==> src/rtl/pkt_arb_pkg.sv <==
// Shared types for the packet push arbiter: FSM states, default field widths
// and the default-width packet record.
package pkt_arb_pkg;

  localparam int DEF_ID_W      = 32;
  localparam int DEF_ADDR_W    = 8;
  localparam int DEF_PAYLOAD_W = 128;

  typedef enum logic {
    IDLE  = 1'b0,
    GRANT = 1'b1
  } state_t;

  typedef struct packed {
    logic [DEF_ID_W-1:0]      id;
    logic [DEF_ADDR_W-1:0]    src;
    logic [DEF_ADDR_W-1:0]    dest;
    logic [DEF_PAYLOAD_W-1:0] payload;
  } pkt_t;

endpackage

==> src/rtl/rr_pick.sv <==
// Combinational round-robin picker: first set bit of valid scanning upward
// from last_idx+1 with wrap; last_idx itself is considered last.
module rr_pick #(
  parameter int  NUM_REQ = 4,
  localparam int IDX_W   = (NUM_REQ > 1) ? $clog2(NUM_REQ) : 1
) (
  input  logic [NUM_REQ-1:0] valid,
  input  logic [IDX_W-1:0]   last_idx,
  output logic               found,
  output logic [IDX_W-1:0]   idx
);

  logic [IDX_W-1:0] cand;

  always_comb begin
    found = 1'b0;
    idx   = '0;
    cand  = '0;
    for (int k = 1; k <= NUM_REQ; k++) begin
      cand = IDX_W'((int'(last_idx) + k) % NUM_REQ);
      if (!found && valid[cand]) begin
        found = 1'b1;
        idx   = cand;
      end
    end
  end

endmodule

==> src/rtl/pkt_push_arbiter.sv <==
// Round-robin, burst-limited arbiter sharing the packet queue push port
// between NUM_REQ producers, with a registered push stage.
module pkt_push_arbiter
  import pkt_arb_pkg::*;
#(
  parameter int  NUM_REQ   = 4,
  parameter int  ID_W      = DEF_ID_W,
  parameter int  ADDR_W    = DEF_ADDR_W,
  parameter int  PAYLOAD_W = DEF_PAYLOAD_W,
  parameter int  MAX_BURST = 4,
  localparam int IDX_W     = (NUM_REQ > 1) ? $clog2(NUM_REQ) : 1
) (
  input  logic                           clk,
  input  logic                           rst,
  input  logic [NUM_REQ-1:0]             req_valid,
  output logic [NUM_REQ-1:0]             req_ready,
  input  logic [NUM_REQ*ID_W-1:0]        req_id,
  input  logic [NUM_REQ*ADDR_W-1:0]      req_src,
  input  logic [NUM_REQ*ADDR_W-1:0]      req_dest,
  input  logic [NUM_REQ*PAYLOAD_W-1:0]   req_payload,
  input  logic                           q_almost_full,
  output logic                           q_push,
  output logic [ID_W-1:0]                q_id,
  output logic [ADDR_W-1:0]              q_src,
  output logic [ADDR_W-1:0]              q_dest,
  output logic [PAYLOAD_W-1:0]           q_payload,
  output logic [IDX_W-1:0]               grant_idx,
  output logic                           busy,
  output logic [15:0]                    accept_count
);

  typedef struct packed {
    logic [ID_W-1:0]      id;
    logic [ADDR_W-1:0]    src;
    logic [ADDR_W-1:0]    dest;
    logic [PAYLOAD_W-1:0] payload;
  } pkt_w_t;

  // Packed per-producer views; producer i sits at [i*W +: W].
  logic [NUM_REQ-1:0][ID_W-1:0]      id_lane;
  logic [NUM_REQ-1:0][ADDR_W-1:0]    src_lane;
  logic [NUM_REQ-1:0][ADDR_W-1:0]    dest_lane;
  logic [NUM_REQ-1:0][PAYLOAD_W-1:0] pay_lane;

  assign id_lane   = req_id;
  assign src_lane  = req_src;
  assign dest_lane = req_dest;
  assign pay_lane  = req_payload;

  state_t           state_q, state_d;
  pkt_w_t           pkt_q;
  logic [IDX_W-1:0] last_idx;
  logic [3:0]       bcnt;
  logic             can_push, gnt_valid, acc, burst_done, leave, regrant;
  logic [IDX_W-1:0] pick_from, pick_idx;
  logic             pick_found;

  // With the queue almost full, only one push may be in flight at a time.
  assign can_push   = !q_almost_full || !q_push;
  assign gnt_valid  = req_valid[grant_idx];
  assign acc        = busy && gnt_valid && can_push;
  assign burst_done = acc && ((bcnt + 4'd1) == 4'(MAX_BURST));
  assign leave      = busy && (burst_done || !gnt_valid);
  assign pick_from  = leave ? grant_idx : last_idx;
  assign regrant    = pick_found && (!busy || leave);

  rr_pick #(.NUM_REQ(NUM_REQ)) u_pick (
    .valid    (req_valid),
    .last_idx (pick_from),
    .found    (pick_found),
    .idx      (pick_idx)
  );

  always_ff @(posedge clk) begin
    if (rst) state_q <= IDLE;
    else     state_q <= state_d;
  end

  always_comb begin
    state_d = state_q;
    unique case (state_q)
      IDLE:    if (pick_found) state_d = GRANT;
      GRANT:   if (leave && !pick_found) state_d = IDLE;
      default: state_d = IDLE;
    endcase
  end

  always_comb begin
    busy      = (state_q == GRANT);
    req_ready = '0;
    if (!rst && busy && can_push) req_ready[grant_idx] = 1'b1;
  end

  always_ff @(posedge clk) begin
    if (rst) begin
      grant_idx <= '0;
      last_idx  <= IDX_W'(NUM_REQ - 1);
      bcnt      <= '0;
    end else begin
      if (leave) last_idx <= grant_idx;
      if (regrant) begin
        grant_idx <= pick_idx;
        bcnt      <= '0;
      end else if (acc) begin
        bcnt <= bcnt + 4'd1;
      end
    end
  end

  always_ff @(posedge clk) begin
    if (rst) begin
      q_push       <= 1'b0;
      pkt_q        <= '0;
      accept_count <= '0;
    end else begin
      q_push <= acc;
      if (acc) begin
        pkt_q.id      <= id_lane[grant_idx];
        pkt_q.src     <= src_lane[grant_idx];
        pkt_q.dest    <= dest_lane[grant_idx];
        pkt_q.payload <= pay_lane[grant_idx];
        accept_count  <= accept_count + 16'd1;
      end
    end
  end

  assign q_id      = pkt_q.id;
  assign q_src     = pkt_q.src;
  assign q_dest    = pkt_q.dest;
  assign q_payload = pkt_q.payload;

endmodule

==> config.mk <==
export PLATFORM = sky130hd
export DESIGN_NAME = pkt_push_arbiter
export DESIGN_NICKNAME = d
export VERILOG_FILES = /design/src/rtl/pkt_arb_pkg.sv /design/src/rtl/rr_pick.sv /design/src/rtl/pkt_push_arbiter.sv
export SDC_FILE = /design/constraint.sdc
export NUM_CORES = 1
export LEC_CHECK = 0
export BUFFER_PORTS_ARGS = -buffer_cell sky130_fd_sc_hd__buf_2
export CAP_MARGIN = 20
export CORE_AREA = 2 2 354 356
export CTS_BUF_LIST = sky130_fd_sc_hd__clkbuf_4
export DETAILED_ROUTE_END_ITERATION = 8
export DIE_AREA = 0 0 356 358
export GPL_TIMING_DRIVEN = 0
export PLACE_DENSITY = 0.3
export SYNTH_ARGS = -nofsm -noshare
export SYNTH_HDL_FRONTEND = slang
export SYNTH_SLANG_ARGS = --single-unit
==> constraint.sdc <==
create_clock -name clk -period 2.85 [get_ports clk]
set_clock_uncertainty 0.1 [all_clocks]
set_input_delay 0.1425 -clock clk [delete_from_list [all_inputs] [get_ports clk]]
set_output_delay 0.1425 -clock clk [all_outputs]
set_load 0.02 [all_outputs]
== Yosys cells after proc, flatten, opt, wreduce, memory -nomap -nowiden ==
Index checks and enable logic that the tools add are counted.

* Add/subtract/negate cells: 6
* Magnitude comparators: 6
* Equality and inequality tests: 1
* Mux-type cells: 33
* Bitwise logic cells: 1
* Reduce and logical (&&, ||, !) cells: 25

{| class="wikitable"
|+ Operators with widths
! operator !! number
|-
| 128-bit binary-select mux with 2-bit select || 1
|-
| 128-bit 2-to-1 mux || 1
|-
| 32-bit binary-select mux with 2-bit select || 1
|-
| 8-bit binary-select mux with 2-bit select || 2
|-
| 32-bit 2-to-1 mux || 1
|-
| 16-bit by 1-bit adder with 16-bit output, second input constant || 1
|-
| 8-bit 2-to-1 mux || 2
|-
| 2-bit by 3-bit < comparator with 1-bit output, second input constant || 5
|-
| 1-bit logical AND || 12
|-
| 1-bit 2-to-1 mux || 12
|-
| 1-bit binary-select mux with 2-bit select || 5
|-
| 2-bit 2-to-1 mux || 5
|-
| 1-bit zero test || 9
|-
| 2-bit by 1-bit adder with 2-bit output, second input constant || 2
|-
| 2-bit adder, second input constant || 2
|-
| 4-bit by 1-bit adder with 4-bit output, second input constant || 1
|-
| 4-bit by 3-bit equality test with 1-bit output, second input constant || 1
|-
| 4-bit 2-to-1 mux || 1
|-
| 1-bit logical OR || 3
|-
| 1-bit demux with 2-bit select || 1
|-
| 2-bit by 1-bit >= comparator with 1-bit output, second input constant || 1
|-
| 1-bit case mux with 2 select lines || 1
|-
| 2-bit OR reduction || 1
|-
| 1-bit NOT || 1
|}

* Flip-flop bits (word level): 202
* Input bits: 711
* Output and inout bits: 200
* Logic and storage cells: 82

== Longest topological paths before layout ==
* Word-level depth: 25
* Gate-level depth with buffers: 9
* Depth with buffers taken out: 7

== Cells and area by module ==
From an unflattened synthesis, not the netlist that was laid out.

* Cells, all modules: 1135
* Area total of the unflattened synthesis: 11639.9 um^2

{| class="wikitable"
|+ By module, submodules not included
! module !! times used !! cells each !! area each (um^2) !! seq. area each (um^2)
|-
| pkt_push_arbiter || 1 || 1121 || 11548.6 || 4043.9
|-
| rr_pick || 1 || 14 || 91.3 || 0.0
|}

== Worst setup path after synthesis ==
OpenSTA, ideal clock, no wires.

* Path kind: reg-to-reg
* Start point: register grant_idx[0]
* End point: register grant_idx[0]
* Setup time: 60 ps
* Arrival time: 2246 ps
* Data required time: 2690 ps
* Path slack: 444 ps
* Cell stages (with the launch flop): 9
* Path through: dfxtp_1 buf_2 mux4_2 nor2b_2 a21o_1 buf_6 mux2_4 a2111oi_2 a311o_1

* Word-level cells in the longest chain between the ends: 22

{| class="wikitable"
|+ Ends and longest elaborated chain
! item !! line !! RTL
|-
| start, declared || pkt_push_arbiter.sv:27 || <nowiki>output logic [IDX_W-1:0] grant_idx,</nowiki>
|-
| start signal, assigned || pkt_push_arbiter.sv:102 || <nowiki>grant_idx <= pick_idx;</nowiki>
|-
| 1-bit binary-select mux with 2-bit select || pkt_push_arbiter.sv:60 || <nowiki>assign gnt_valid = req_valid[grant_idx];</nowiki>
|-
| 1-bit 2-to-1 mux (implied by the code) || pkt_push_arbiter.sv:60 ||
|-
| 1-bit logical AND (2 in series) || pkt_push_arbiter.sv:61 || <nowiki>assign acc = busy && gnt_valid && can_push;</nowiki>
|-
| 1-bit logical AND || pkt_push_arbiter.sv:62 || <nowiki>assign burst_done = acc && ((bcnt + 4'd1) == 4'(MAX_BURST));</nowiki>
|-
| 1-bit logical OR || pkt_push_arbiter.sv:63 || <nowiki>assign leave = busy && (burst_done || !gnt_valid);</nowiki>
|-
| 1-bit logical AND || pkt_push_arbiter.sv:63 ||
|-
| 2-bit 2-to-1 mux || - ||
|-
| 2-bit by 1-bit adder with 2-bit output || rr_pick.sv:20 || <nowiki>cand = IDX_W'((int'(last_idx) + k) % NUM_REQ);</nowiki>
|-
| (+5 left out) || - ||
|-
| 1-bit 2-to-1 mux || rr_pick.sv:21 || <nowiki>if (!found && valid[cand]) begin</nowiki>
|-
| 1-bit zero test || rr_pick.sv:21 ||
|-
| 1-bit logical AND || rr_pick.sv:21 ||
|-
| 1-bit 2-to-1 mux || rr_pick.sv:21 ||
|-
| 1-bit zero test || rr_pick.sv:21 ||
|-
| 1-bit logical AND || rr_pick.sv:21 ||
|-
| 1-bit 2-to-1 mux || rr_pick.sv:21 ||
|-
| 1-bit logical AND || pkt_push_arbiter.sv:65 || <nowiki>assign regrant = pick_found && (!busy || leave);</nowiki>
|}

Several ways; a longest one is shown, not always the timed one. The select of a mux whose other input is x is not followed.
A chain may end at the register's enable or synchronous reset.

== Worst setup path after layout ==
* Start point: register grant_idx[0]
* End point: register pkt_q (netlist bit q_payload[12])

* Word-level cells in the longest chain between the ends: 4

{| class="wikitable"
|+ Ends and longest elaborated chain
! item !! line !! RTL
|-
| 1-bit binary-select mux with 2-bit select || pkt_push_arbiter.sv:60 ||
|-
| 1-bit 2-to-1 mux (implied by the code) || pkt_push_arbiter.sv:60 ||
|-
| 1-bit logical AND (2 in series) || pkt_push_arbiter.sv:61 ||
|-
| end, declared || pkt_push_arbiter.sv:51 || <nowiki>pkt_w_t pkt_q;</nowiki>
|}

Several ways; a longest one is shown, not always the timed one. The select of a mux whose other input is x is not followed.

==> run_results.csv <==
group,metric,value,unit
global_route,grt_overflow_total,0,
clocking,clk_pin_slew,0.07,ns
synthesis,syn_inst,1142,
setup_path,crit_path_end,"q_payload[12]",
clocking,tritoncts,"built",
placement,pre_cts_slack,-1.14,ns
timing,period_needed,2.70,ns
clocking,cts.sinks,202,
floorplan,rows,129,
global_route,antenna_found_initial,31,
global_route,grt_pass1_wl,122000,µm
power_and_ir_drop,ir_worst_vdd,0.000193,V
layout,area_delta_synth_final,128,%
clocking,post_cts_buffers,0,
routing,drtIter0Drc,723,
layout,nets,3546,
global_route,grt_pass1_vias,17700,
layout,drive_above_1_share,43.7,%
layout,utilization,21.2,%
timing,fin_ws,0.145,ns
synthesis,yosysSeqAreaShare,35.2,%
clocking,clock_latency,0.84,ns
placement,port_buffers,909,
setup_path,reg2reg_from,"grant_idx[0]",
setup_path,required,3.41,ns
clocking,clockBufferDepth,3,
synthesis,ys_warn_count,0,
setup_path,regToRegSetupSlack,0.15,ns
synthesis,async_flop_share,0,%
synthesis,ys.flop_type,"dfxtp_1",
power_and_ir_drop,power.density,475,nW/µm²
routing,ant_nets,0,
synthesis,synth.area.top_cells,"dfxtp_1, mux4_2, nand2_1, a21oi_1, clkbuf_1",
global_route,grt_max_degree,16,
synthesis,synth_cell_type_count,42,
synthesis,ys_ff_latch,202,
routing,wl,89800,µm
routing,drc,0,
floorplan,dieArea,127000,µm²
timing,hold-worst-slack,0.211,ns
setup_path,worstSetupEndpointType,"register",
setup_path,path_max_fanout,15,
clocking,cts_buffers,70,
timing,timing.fmax,0.370,GHz
power_and_ir_drop,p_leak,11.2,nW
timing,setup_viol,0,
placement,gp_congestion,0.800,
synthesis,synth.avg_cell_area,10.1,µm²
routing,vias,16300,
timing,finalHoldViolCount,0,
setup_path,cp-startpoint,"grant_idx[0]",
routing,drt-pass1-iter-count,5,
setup_path,worstSetupStartpointType,"register",
synthesis,synthesis.nets,1856,
run,cap_violations,0,
setup_path,path_cells,"buf_2, mux4_2, nand2_1, a21oi_1, clkbuf_2, buf_8, clkbuf_2, nand2_1, a21oi_1",
synthesis,synth_top_cell_by_area,"dfxtp_1",
setup_path,crit_slowest_cell,"mux4_2",
global_route,gr-usage-all-layers,13.4,%
setup_path,critPathKind,"reg2reg",
timing,period_share,94.9,%
routing,wl_per_cell,19.8,µm
routing,avgViaCountPerCell,3.60,
timing,worst_slew_pin_slew,1.05,ns
floorplan,top_level_ports,911,
floorplan,initial_utilization,9.32,%
run_status,outcome,"completed",
timing,slew-limit-headroom,30.1,%
hold_path,hold_path_class,"in2reg",
placement,dpl.hpwl,72100,µm
clocking,cts-htree-levels,3,
setup_path,slowest_delay,0.67,ns
setup_path,r2r-end,"q_payload[12]",
setup_path,cp.arrival,3.26,ns
floorplan,die_width,356,µm
timing,drv_slew,0,
synthesis,synth_edf_count,0,
clocking,clockRootBuffer,"clkbuf_4",
synthesis,yosys.area.top_type_share,35.2,%
setup_path,rr_worst_depth,9,
floorplan,core,123000,µm²
timing,setup-tns-final,0,ns
synthesis,netlist_area,11500,µm²
floorplan,die_y,358,µm
## cell usage after synthesis, drive strengths merged (3+ instances only)
cell type,instances
mux4,177
nand3,3
a21o,4
inv,4
mux2,3
xor2,17
nor2b,4
nand2b,6
a211oi,4
nor3,3
and3,6
buf,36
nor2,24
dfxtp,202
nand2,369
a21oi,181
xnor2,4
ha,3
clkbuf,67
nand4,6
## layer usage
metal  vias to the layer above  track usage, %  part of all wire (%)
li1                       7618               -                     -
met2                       695            24.2                    51
met4                        10            5.02                   3.4
met3                       147            4.55                   8.0
met5                         -               0                 0.061
met1                      7839            14.5                    37
## state kept, by name, indices dropped and copies added, names as in the netlist
register      count
q_dest            8
q_id             32
last_idx          2
q_payload       128
q_src             8
accept_count     16
q_push            1
grant_idx         2
busy              1
bcnt              4
## area by class of cell
type,count,area (µm²)
timing repair buffer,1619,11700
tap,1637,2050
multi-input combinational,833,7020
inverter,4,15.0
fill,13800,97100
antenna,24,60.1
clock inverter,13,83.8
clock buffer,99,743
sequential,202,4040
buffer,102,492
## placed cells by master (no fill, tap or decap), types with 2 or more instances in the layout
| master | n |
|---|---|
| buf_1 | 6 |
| buf_2 | 936 |
| dfxtp_1 | 202 |
| buf_6 | 2 |
| nand2b_1 | 6 |
| nor2b_1 | 3 |
| and4_1 | 2 |
| mux2_2 | 2 |
| nor3_1 | 3 |
| clkbuf_1 | 46 |
| a21oi_1 | 181 |
| clkbuf_4 | 99 |
| a211oi_1 | 4 |
| nand4_1 | 6 |
| and3_1 | 6 |
| clkbuf_2 | 17 |
| clkinv_1 | 7 |
| ha_1 | 3 |
| xor2_1 | 17 |
| xnor2_1 | 4 |
| diode_2 | 24 |
| dlygate4sd3_1 | 705 |
| nor2_1 | 24 |
| inv_1 | 4 |
| mux4_2 | 177 |
| buf_8 | 5 |
| buf_4 | 2 |
| nand3_1 | 3 |
| inv_2 | 3 |
| nand2_1 | 368 |
| a21o_1 | 4 |
## critical path: cells and delay by family (launching register included)
family,cells,cell delay (ns)
and+or+nand+nor,2,0.33
muxes,1,0.67
AOI/OAI and AO/OA,2,0.14
DFF,1,0.33
buffers and inverters,4,0.91
## what timing repair did
action	4_1_cts	5_1_grt
cloned	0	0
endpoints found under the hold margin	195	0
pin swaps	0	0
setup endpoints to repair	186	44
resized for setup	27	16
hold buffers	705	0
## where the power goes
part,total [mW],internal [mW],switching (mW)
sequential,3.38,3.18,0.201
combinational,5.86,2.83,3.03
clock,3.21,1.66,1.54
## how the worst min path moves through the flow
stage	start	slack, ns	to	depth (start not counted)
after CTS	req_id[65]	0.02	q_id[1]	5
after global placement	q_payload[61]	0.34	q_payload[61]	2
final	req_id[66]	0.21	q_id[2]	5
after global routing	req_id[64]	0.04	q_id[0]	5
after detailed placement	q_payload[98]	0.34	q_payload[98]	2
after floorplan	req_valid[3]	0.20	grant_idx[1]	2
## logic make-up after synthesis
family	Yosys count	share of synthesized area [%]
AOI/OAI and AO/OA	199	9.15
xor gates and xnor gates	21	1.60
adders and majority gates	3	0.326
buffers and inverters	107	3.85
DFF	202	35.2
muxes	181	35.1
and+or+nand+nor	429	14.8
## metrics by stage
step	std cells	power (mW)	instance area, µm²
final	4533	12.4	26200
after global placement	3688	8.60	18100
after floorplan	1142	6.35	11500
after CTS	4509	12.9	26100
after global routing	4529	13.4	26200
after detailed placement	3693	8.59	18200
(Power assumes the default switching activity.)
